`config.mk`:
```
export PLATFORM = sky130hd
export DESIGN_NAME = pipe_skid_reg
export DESIGN_NICKNAME = d
export VERILOG_FILES = /design/src/rtl/pipe_skid_reg.sv
export SDC_FILE = /design/constraint.sdc
export NUM_CORES = 1
export LEC_CHECK = 0
export ABC_CLOCK_PERIOD_IN_PS = 2300
export CAP_MARGIN = 20
export CORE_MARGIN = 1.5
export CORE_UTILIZATION = 49
export CTS_CLUSTER_DIAMETER = 100
export DETAILED_ROUTE_END_ITERATION = 10
export PLACE_DENSITY_LB_ADDON = 0.2
export SETUP_SLACK_MARGIN = 0.3
export SKIP_CTS_REPAIR_TIMING = 1
export SLEW_MARGIN = 20
export SYNTH_ARGS = -nofsm -noshare
export SYNTH_HDL_FRONTEND = slang
export SYNTH_SLANG_ARGS = --single-unit
```
`constraint.sdc`:
```
create_clock -name CLK -period 2.3 [get_ports CLK]
set_clock_uncertainty 0.2 [all_clocks]
set_input_delay 0.46 -clock CLK [delete_from_list [all_inputs] [get_ports CLK]]
set_output_delay 0.46 -clock CLK [all_outputs]
set_load 0.03 [all_outputs]
```
`src/rtl/pipe_skid_reg.sv`:
```
// pipe_skid_reg: inter-stage pipeline register with a valid/ready handshake,
// a one-entry skid buffer and a synchronous flush. Register-select fields are
// sliced from the payload when an entry is captured and travel with it.
//
// Ports:
//   CLK, nRST            rising-edge clock, asynchronous active-low reset
//   flush                squash held and incoming entries (highest priority)
//   in_valid/in_ready    upstream handshake; in_ready is a flop (~skid_v)
//   in_data, in_aux      upstream payload and sideband
//   out_valid/out_ready  downstream handshake; out_valid is main_v
//   out_data, out_aux    payload and sideband of the main entry
//   out_rsel1/out_rsel2  select fields captured with the main entry
//   occupancy            number of entries held (0..2)
module pipe_skid_reg #(
    parameter int unsigned DATA_W         = 32,
    parameter int unsigned AUX_W          = 32,
    parameter int unsigned RSEL_W         = 5,
    parameter int unsigned RS1_LSB        = 21,
    parameter int unsigned RS2_LSB        = 16,
    parameter bit          CLEAR_ON_FLUSH = 1'b1
) (
    input  logic              CLK,
    input  logic              nRST,
    input  logic              flush,
    input  logic              in_valid,
    output logic              in_ready,
    input  logic [DATA_W-1:0] in_data,
    input  logic [AUX_W-1:0]  in_aux,
    output logic              out_valid,
    input  logic              out_ready,
    output logic [DATA_W-1:0] out_data,
    output logic [AUX_W-1:0]  out_aux,
    output logic [RSEL_W-1:0] out_rsel1,
    output logic [RSEL_W-1:0] out_rsel2,
    output logic [1:0]        occupancy
);

    // Reject select fields that do not fit inside the payload.
    if (RS1_LSB + RSEL_W > DATA_W) begin : g_rs1_range_err
        $error("pipe_skid_reg: RS1_LSB + RSEL_W exceeds DATA_W");
    end
    if (RS2_LSB + RSEL_W > DATA_W) begin : g_rs2_range_err
        $error("pipe_skid_reg: RS2_LSB + RSEL_W exceeds DATA_W");
    end

    logic              main_v_q, main_v_d;
    logic [DATA_W-1:0] main_data_q, main_data_d;
    logic [AUX_W-1:0]  main_aux_q, main_aux_d;
    logic [RSEL_W-1:0] main_rs1_q, main_rs1_d;
    logic [RSEL_W-1:0] main_rs2_q, main_rs2_d;

    logic              skid_v_q, skid_v_d;
    logic [DATA_W-1:0] skid_data_q, skid_data_d;
    logic [AUX_W-1:0]  skid_aux_q, skid_aux_d;
    logic [RSEL_W-1:0] skid_rs1_q, skid_rs1_d;
    logic [RSEL_W-1:0] skid_rs2_q, skid_rs2_d;

    logic accept;
    logic main_free;
    logic [RSEL_W-1:0] in_rs1;
    logic [RSEL_W-1:0] in_rs2;

    assign in_rs1 = in_data[RS1_LSB +: RSEL_W];
    assign in_rs2 = in_data[RS2_LSB +: RSEL_W];

    always_comb begin
        // in_ready is ~skid_v, so an accept can never land on a full skid.
        accept    = in_valid & ~skid_v_q;
        main_free = ~main_v_q | out_ready;

        main_v_d    = main_v_q;
        main_data_d = main_data_q;
        main_aux_d  = main_aux_q;
        main_rs1_d  = main_rs1_q;
        main_rs2_d  = main_rs2_q;
        skid_v_d    = skid_v_q;
        skid_data_d = skid_data_q;
        skid_aux_d  = skid_aux_q;
        skid_rs1_d  = skid_rs1_q;
        skid_rs2_d  = skid_rs2_q;

        if (flush) begin
            main_v_d = 1'b0;
            skid_v_d = 1'b0;
            if (CLEAR_ON_FLUSH) begin
                // Leave a NOP bubble behind rather than stale fields.
                main_data_d = '0;
                main_aux_d  = '0;
                main_rs1_d  = '0;
                main_rs2_d  = '0;
                skid_data_d = '0;
                skid_aux_d  = '0;
                skid_rs1_d  = '0;
                skid_rs2_d  = '0;
            end
        end else if (main_free) begin
            if (skid_v_q) begin
                // Skid is older than anything upstream: promote it first.
                main_v_d    = 1'b1;
                main_data_d = skid_data_q;
                main_aux_d  = skid_aux_q;
                main_rs1_d  = skid_rs1_q;
                main_rs2_d  = skid_rs2_q;
                skid_v_d    = 1'b0;
            end else begin
                main_v_d = accept;
                if (accept) begin
                    main_data_d = in_data;
                    main_aux_d  = in_aux;
                    main_rs1_d  = in_rs1;
                    main_rs2_d  = in_rs2;
                end
            end
        end else if (accept) begin
            skid_v_d    = 1'b1;
            skid_data_d = in_data;
            skid_aux_d  = in_aux;
            skid_rs1_d  = in_rs1;
            skid_rs2_d  = in_rs2;
        end
    end

    always_ff @(posedge CLK or negedge nRST) begin
        if (!nRST) begin
            main_v_q    <= 1'b0;
            main_data_q <= '0;
            main_aux_q  <= '0;
            main_rs1_q  <= '0;
            main_rs2_q  <= '0;
            skid_v_q    <= 1'b0;
            skid_data_q <= '0;
            skid_aux_q  <= '0;
            skid_rs1_q  <= '0;
            skid_rs2_q  <= '0;
        end else begin
            main_v_q    <= main_v_d;
            main_data_q <= main_data_d;
            main_aux_q  <= main_aux_d;
            main_rs1_q  <= main_rs1_d;
            main_rs2_q  <= main_rs2_d;
            skid_v_q    <= skid_v_d;
            skid_data_q <= skid_data_d;
            skid_aux_q  <= skid_aux_d;
            skid_rs1_q  <= skid_rs1_d;
            skid_rs2_q  <= skid_rs2_d;
        end
    end

    assign in_ready  = ~skid_v_q;
    assign out_valid = main_v_q;
    assign out_data  = main_data_q;
    assign out_aux   = main_aux_q;
    assign out_rsel1 = main_rs1_q;
    assign out_rsel2 = main_rs2_q;
    assign occupancy = {1'b0, main_v_q} + {1'b0, skid_v_q};

endmodule

```
==> impl_metrics.tcl <==
set metrics [dict create \
    status "completed" \
    cts_tree "yes" \
    routed_wl_mm 14.5 \
    yosys-top-cells-count "dfrtp_1 (130), nand2_1 (128), a21oi_1 (64), mux2i_1 (64), o2bb2ai_1 (64)" \
    htree_num_levels 4 \
    synthCells 512 \
    critPathRequiredTime_ns 1.64 \
    setup_violations 0 \
    clock_sinks 130 \
    vias 4434 \
    async_reset_ff_share_pct 100 \
    fp-row-count 38 \
    dr.pass1.iters 4 \
    timing.fmax_ghz 0.506 \
    fillers 762 \
    period_minus_slack_ns 1.98 \
    grt_max_degree 65 \
    cp.arrival_ns 1.32 \
    layout_setup_ws_ns 0.324 \
    yosys_warnings 0 \
    final_util_pct 72.3 \
    total_leakage_power_nw 4.28 \
    ys_seq_area_share_pct 58.0 \
    cpMaxStageDelayCell "dfrtp_4" \
    end_kind "output pin" \
    die_h_um 110 \
    detailed_place_hpwl_mm 8.70 \
    vdd_drop_max_uv 510 \
    yosysMostFrequentCell "dfrtp_1" \
    syn_area_um2 5610 \
    rsz0062_at_grt "no" \
    critPathBufInv 1 \
    grt_pass1_wl_mm 23.2 \
    final_nets 708 \
    slew_violations 0 \
    overflow 0 \
    holdCritPathClass "in -> reg" \
    power_density_nw_per_um2 729 \
    first_global_vias 4518 \
    syn_to_final_growth_pct 41.6 \
    drtIter0Drc 200 \
    drcViolationCount 0 \
    cpPeakStageDelay_ns 0.51 \
    clock_path_buffers 2 \
    diodes 0 \
    synth-edff-count 0 \
    cp_top_family "flip-flops" \
    ys_dominant_reg_cell "dfrtp_1" \
    place_congestion 0.732 \
    avgSynthCellArea_um2 11.0 \
    max_slew.worst_pin.slew_ns 0.702 \
    final_antenna_net_count 0 \
    cts-root-buf "clkbuf_16" \
    synth.top_cell.area_share_pct 58.0 \
    track_usage_pct 25.4 \
    slew_headroom_pct 53.2 \
    dp_worst_setup_slack_ns 0.0331 \
    routed_via_density 5.63 \
    synth_area_leaders "dfrtp_1 (58%), mux2i_1 (11%), o2bb2ai_1 (10%)" \
    synth_nets 582 \
    die_w_um 110 \
    port_buffers 146 \
    fin_crit_sh_pct 85.9 \
    start_util_pct 51.1 \
    cp-start-kind "register" \
    path_clk_slew_ns 0.05 \
    antenna_found_initial 0 \
    dieArea_um2 12100 \
    io_pins 147 \
    path_class "reg -> out" \
    insertion_delay_ns 0.41 \
    path_cells "ha_4, buf_6" \
    synth_cell_type_count 19 \
    drive_gt1_share_pct 7.25 \
    cp_max_fo 5 \
    core-area_um2 11000 \
    synth-seq-cells 130 \
    hold_viol_final 0 \
    numCtsBuffers 17 \
    cap_violations 0 \
    wl_per_cell_um 18.3 \
    yosysTopAreaCell "dfrtp_1" \
]
-- cells in the final DEF (no fill, tap or decap), drive strengths merged --
| master | instances |
|---|---|
| dfrtp | 130 |
| nand2 | 128 |
| dlymetal6s2s | 76 |
| clkdlybuf4s50 | 66 |
| a21oi | 65 |
| mux2i | 64 |
| o2bb2ai | 64 |
| clkbuf | 23 |
| buf | 16 |
| clkinv | 4 |
| inv | 1 |
| nand2b | 1 |
| or2 | 1 |
| nand3b | 1 |
| nor4bb | 1 |
| nand4bb | 1 |
| o21ai | 1 |
| nor3b | 1 |
| ha | 1 |
| clkinvlp | 1 |
| bufinv | 1 |
| dlygate4sd3 | 1 |
-- path summary, 6_finish.rpt --
kind,start,to,slack [ns],depth (start not counted)
min,flush,skid_aux_q[5],0.16,2
min reg2reg,out_data[12],out_data[12],0.29,1
max in group asynchronous,nRST,skid_data_q[5],1.00,3
min in group asynchronous,nRST,skid_data_q[28],0.28,2
max reg2reg,skid_v_q,skid_data_q[22],0.45,5
max,skid_v_q,occupancy[0],0.32,2
-- cell families after synthesis --
kind of cell	share of synthesized area (%)
fa+ha+maj	0.223
buf+inv	4.82
simple gates	9.44
compound gates	16.1
flops	58.0
mux	11.4
-- layout make-up --
| class | instances | area [um^2] | area share (%) |
|---|---|---|---|
| flip-flops and latches | 130 | 3260 | 41.0 |
| multi-input cells | 329 | 2130 | 26.8 |
| repair buffers | 159 | 1840 | 23.2 |
| clock buffers | 23 | 478 | 6.02 |
| well taps | 140 | 175 | 2.21 |
| clock inverters | 6 | 57.6 | 0.725 |
| inverters | 1 | 3.75 | 0.0473 |
-- power by group --
part	internal, mW	switching [mW]	leakage (nW)	total [mW]
Clock	1.54	0.924	0.265	2.47
Combinational	0.366	0.489	2.25	0.855
Sequential	2.40	0.0736	1.77	2.47
-- metrics by stage --
step	total power, mW	setup TNS, ns	instances	instance area [um^2]	hold WS (ns)
2_1_floorplan	2.92	0	512	5610	-0.0356
6_report	5.79	0	788	7940	0.159
4_1_cts	5.84	-0.0833	786	7720	-0.271
3_3_place_gp	3.36	0	757	7180	0.164
5_1_grt	6.01	0	788	7940	0.151
3_5_place_dp	3.38	0	757	7180	0.163
-- layer usage --
metal | track usage (%) | share of wire [%] | vias to the layer above
met5 | 0 | 0 | -
met2 | 42.1 | 50 | 150
met4 | 8.63 | 1.9 | 0
met1 | 32.7 | 42 | 2234
li1 | - | - | 2027
met3 | 6.29 | 6.0 | 23
-- registers in the layout, summed over array words and instances (netlist names) --
name	cells
skid_v_q	1
out_valid	1
out_aux	32
out_data	32
skid_aux_q	32
skid_data_q	32
Note: power is estimated with default switching activity, not from simulation.
==> RTL edit 1, RTL diff (same flow settings) <==
Set the parameter `AUX_W` to 40 (it was 32).
--- a/src/rtl/pipe_skid_reg.sv
+++ b/src/rtl/pipe_skid_reg.sv
@@ -15,3 +15,3 @@
     parameter int unsigned DATA_W         = 32,
-    parameter int unsigned AUX_W          = 32,
+    parameter int unsigned AUX_W          = 40,
     parameter int unsigned RSEL_W         = 5,
Ports: changed (resized in_aux and out_aux); port bits go from 147 to 163. The function was not compared with the original's and may differ.
==> RTL edit 1 against the original RTL <==
- final area up 12%
- worst setup slack worse by 0.21 ns
- highest routed layer unchanged
- power up 12%
- critical path type unchanged
- synthesized area up 12%
- combinational power up 11%
- routed wire length up 9.5%
- sequential cell count up 16
- synthesized cell count up 12%
==> RTL edit 1: results (changes against the original RTL) <==
final antenna diode count=0 (unchanged); Post-Synth Adder-Cell Area=0.199% (-0.024 points); Hold Startpoint=out_aux[21]; Hold Path Class=register to register; peak supply drop=0.000461 V (-9.7%); largest net degree at the start of global routing=75 (+15%); drt pass-1 iters=4 (unchanged); status=completed; WL final=15800 um (+9.5%); Cells after DPL=865 (+14%); main area contributors after synthesis=dfrtp_1, mux2i_1, o2bb2ai_1, nand2_1, a21oi_1; fraction of layout cells with a size suffix above 1=6.77% (-0.49 points); Synth cell types=18 (-1); Post-Layout Cell Count=896 (+14%); nets=791 (+12%); sequential share of the synthesized area=58.2% (+0.20 points); total global routing track utilization=24.5% (-0.92 points); vias in the first global route=5002 (+11%); compound-cell area share of the yosys netlist=16.0% (-0.078 points); Placed Area=8080 sq um (+13%); via density per instance=5.49 (-2.5%); first-pass GRT wire length=25100 um (+8.5%); detailed-placement wirelength estimate=9650 um (+11%); GP Congestion=0.728 (-0.64%); Pleak=4.79 nW (+12%); Worst Path Arrival=1.53 ns (+0.21 ns); critical-path maximum fanout=7 (+2); input/output buffers=162 (+11%); Avg Cell Area, Syn=11.0 sq um (about the same); worst stage delay on the critical path=0.53 ns (+0.02 ns); most instantiated cells after synthesis=dfrtp_1, nand2_1, a21oi_1, mux2i_1, o2bb2ai_1; ys async rst share=100% (unchanged); Worst slew margin=47.2% (-6.0 points); syn_nets=651 (+12%); post-synthesis mux area share=11.5% (+0.060 points)
-- RTL edit 1: cell families (layout without fill, tap and decap cells) --
kind of cell / after synthesis / in the layout
adders and majority gates: 1 / 1
AOI/OAI and AO/OA: 146 / 146
buffers and inverters: 58 / 209
and+or+nand+nor: 150 / 150
muxes: 72 / 72
DFF: 146 / 146
-- RTL edit 1: where the power goes --
group	switching (mW)	internal, mW	total [mW]
clock	0.983	1.81	2.79
combinational	0.544	0.408	0.952
sequential	0.0769	2.69	2.77
-- RTL edit 1: layout make-up --
type	instances	area [sq um]	share of cell area [%]
multi-input combinational	369	2370	26.6
inverter	1	3.75	0.0422
clock inverter	5	100	1.13
timing repair buffer	178	2060	23.1
clock buffer	25	495	5.57
sequential	146	3660	41.1
tap	172	215	2.42
-- RTL edit 1: worst paths after layout --
path	cells after the start	slack [ns]	to
min	1	0.28	out_aux[21]
max reg2reg	3	0.44	out_aux[23]
min reg2reg	1	0.28	out_aux[21]
max	2	0.11	occupancy[0]
max in group asynchronous	3	0.91	skid_aux_q[28]
min in group asynchronous	2	0.33	skid_data_q[0]
-- RTL edit 1: through the flow --
step	total power, mW	hold slack, ns	utilization (%)	TNS [ns]	setup slack, ns
4_1_cts	6.58	-0.234	69.0	-0.383	-0.277
5_1_grt	6.76	0.294	70.8	0	0.0712
6_report	6.51	0.280	70.8	0	0.111
2_1_floorplan	3.27	-0.0356	-	0	0.628
3_3_place_gp	3.77	0.209	64.3	0	0.114
3_5_place_dp	3.79	0.213	64.3	0	0.0711
-- RTL edit 1: metal layers --
metal | wire, um | global-route usage [%]
met5 | 0 | 0
met4 | 250 | 8.62
met3 | 847 | 6.02
met2 | 7990 | 41.3
met1 | 6730 | 31.0
==> RTL edit 2, RTL diff (config.mk and constraints unchanged) <==
Made on the original files. Make the reset (`nRST`) synchronous in one clocked block. Comments in the files are not updated.
--- a/src/rtl/pipe_skid_reg.sv
+++ b/src/rtl/pipe_skid_reg.sv
@@ -122,3 +122,3 @@
 
-    always_ff @(posedge CLK or negedge nRST) begin
+    always_ff @(posedge CLK) begin
         if (!nRST) begin
Check against the original RTL: differs if nRST is asserted again (counterexample within 4 cycles, from zero or initial values and one cycle with nRST low); with nRST held inactive, the same outputs for 4 cycles.
==> RTL edit 2 against the original RTL <==
- power up 5.3%
- first-iteration DRC count increased by 25%
- final area grew 1.3%
- synthesized area increased by 0.18%
- critical path depth is the same
- largest power group is now clock
- core utilization grew 0.60 points
- register-to-register slack better by 0.08 ns
- sequential cell count unchanged
- sequential power down 5%
- worst setup slack got worse by 0.085 ns
- clock power rose by 23%
- fmax fell by 4.1%
- routed wire length rose by 0.74%
==> RTL edit 2: results (changes against the original RTL) <==
drt pass-1 iters=5 (+1); hold_ws=0.253 ns (+0.0942 ns); fraction of layout cells with a size suffix above 1=16.2% (+9.0 points); Placed Area=7180 sq um (unchanged); Yosys Warn Count=0 (unchanged); Hold Path Class=register to register; nets=779 (+10%); worst-skew pair later-pin latency=0.41 ns (about the same); Worst Path Arrival=1.40 ns (+0.08 ns); R2R setup slack=0.53 ns (+0.08 ns); htree depth=4 (unchanged); main area contributors after synthesis=dfxtp_1, a211oi_2, a21oi_1, mux2i_1, nand2_1; Worst slew margin=61.1% (+7.9 points); WL final=14600 um (+0.74%); status=completed; input/output buffers=146 (unchanged); sequential share of the synthesized area=46.3% (-12 points); detailed-placement wirelength estimate=9020 um (+3.7%); peak supply drop=0.000484 V (-5.1%); Cells after DPL=830 (+9.6%); syn_nets=662 (+14%); CTS buffer count=17 (unchanged); vias in the first global route=4827 (+6.8%); ys async rst share=0% (-100 points); Post-Layout Cell Count=861 (+9.3%); Synth cell types=20 (+1); total global routing track utilization=24.7% (-0.74 points); fillcell total=824 (+8.1%); Pleak=3.79 nW (-11%); via density per instance=5.57 (-1.0%); first-pass GRT wire length=23000 um (-0.69%); final antenna diode count=0 (unchanged); initial antenna violation count=0 (unchanged); critical-path maximum fanout=14 (+9); most instantiated cells after synthesis=dfxtp_1, a21oi_1, nand2_1; clock slew at reported path FFs=approximately 0.06 ns; CTS Root Cell=clkbuf_16; largest net degree at the start of global routing=40 (-38%); Post-synth top flop=dfxtp_1; drt initial violations=250 (+25%); GP Congestion=0.755 (+3.1%); Avg Cell Area, Syn=9.49 sq um (-13%); maximum clock path buffer count=2 (unchanged)
## RTL edit 2: final cells by class
type                       instances  area (sq um)  area share (%)
clock buffer                      20           468            5.82
tap                              140           175            2.18
inverter                           1          3.75          0.0467
sequential                       130          2610            32.4
multi-input combinational        394          2660            33.1
clock inverter                    11           199            2.47
timing repair buffer             165          1930            24.0
## RTL edit 2: logic make-up after synthesis
group / share of synthesized area, %
mux: 11.4
simple gates: 9.53
fa+ha+maj: 0.223
flops: 46.3
buf+inv: 7.13
compound gates: 25.4
## RTL edit 2: critical path, cell delays in order (launching register included)
cell and delay, ns:
dfxtp_4 0.42, ha_1 0.29, dlymetal6s2s_1 0.28
## RTL edit 2: path summary, 6_finish.rpt
kind	startpoint	endpoint	depth (start not counted)
hold reg to reg	skid_data_q[25]	skid_data_q[25]	2
hold / removal	skid_data_q[25]	skid_data_q[25]	2
setup reg to reg	skid_v_q	out_data[19]	3
setup / recovery	skid_v_q	occupancy[0]	2
## RTL edit 2: where the power goes
part	switching (mW)	internal (mW)
Clock	1.01	2.02
Sequential	0.0340	2.31
Combinational	0.401	0.324
## RTL edit 2: routing by layer
metal	GRT usage [%]	part of all wire, %
met5	0	0
met3	6.47	6.1
met2	43.1	53
met4	10.3	1.4
met1	28.5	40
## RTL edit 2: per-stage QoR
step | utilization (%) | total power, mW | setup TNS [ns] | setup slack [ns]
global route | 72.9 | 6.29 | 0 | 0.178
global placement | 65.1 | 3.11 | 0 | 0.0905
finish | 72.9 | 6.10 | 0 | 0.239
CTS | 71.2 | 6.15 | -0.168 | -0.168
detailed placement | 65.1 | 3.13 | 0 | 0.0619
floorplan | - | 2.80 | 0 | 0.617
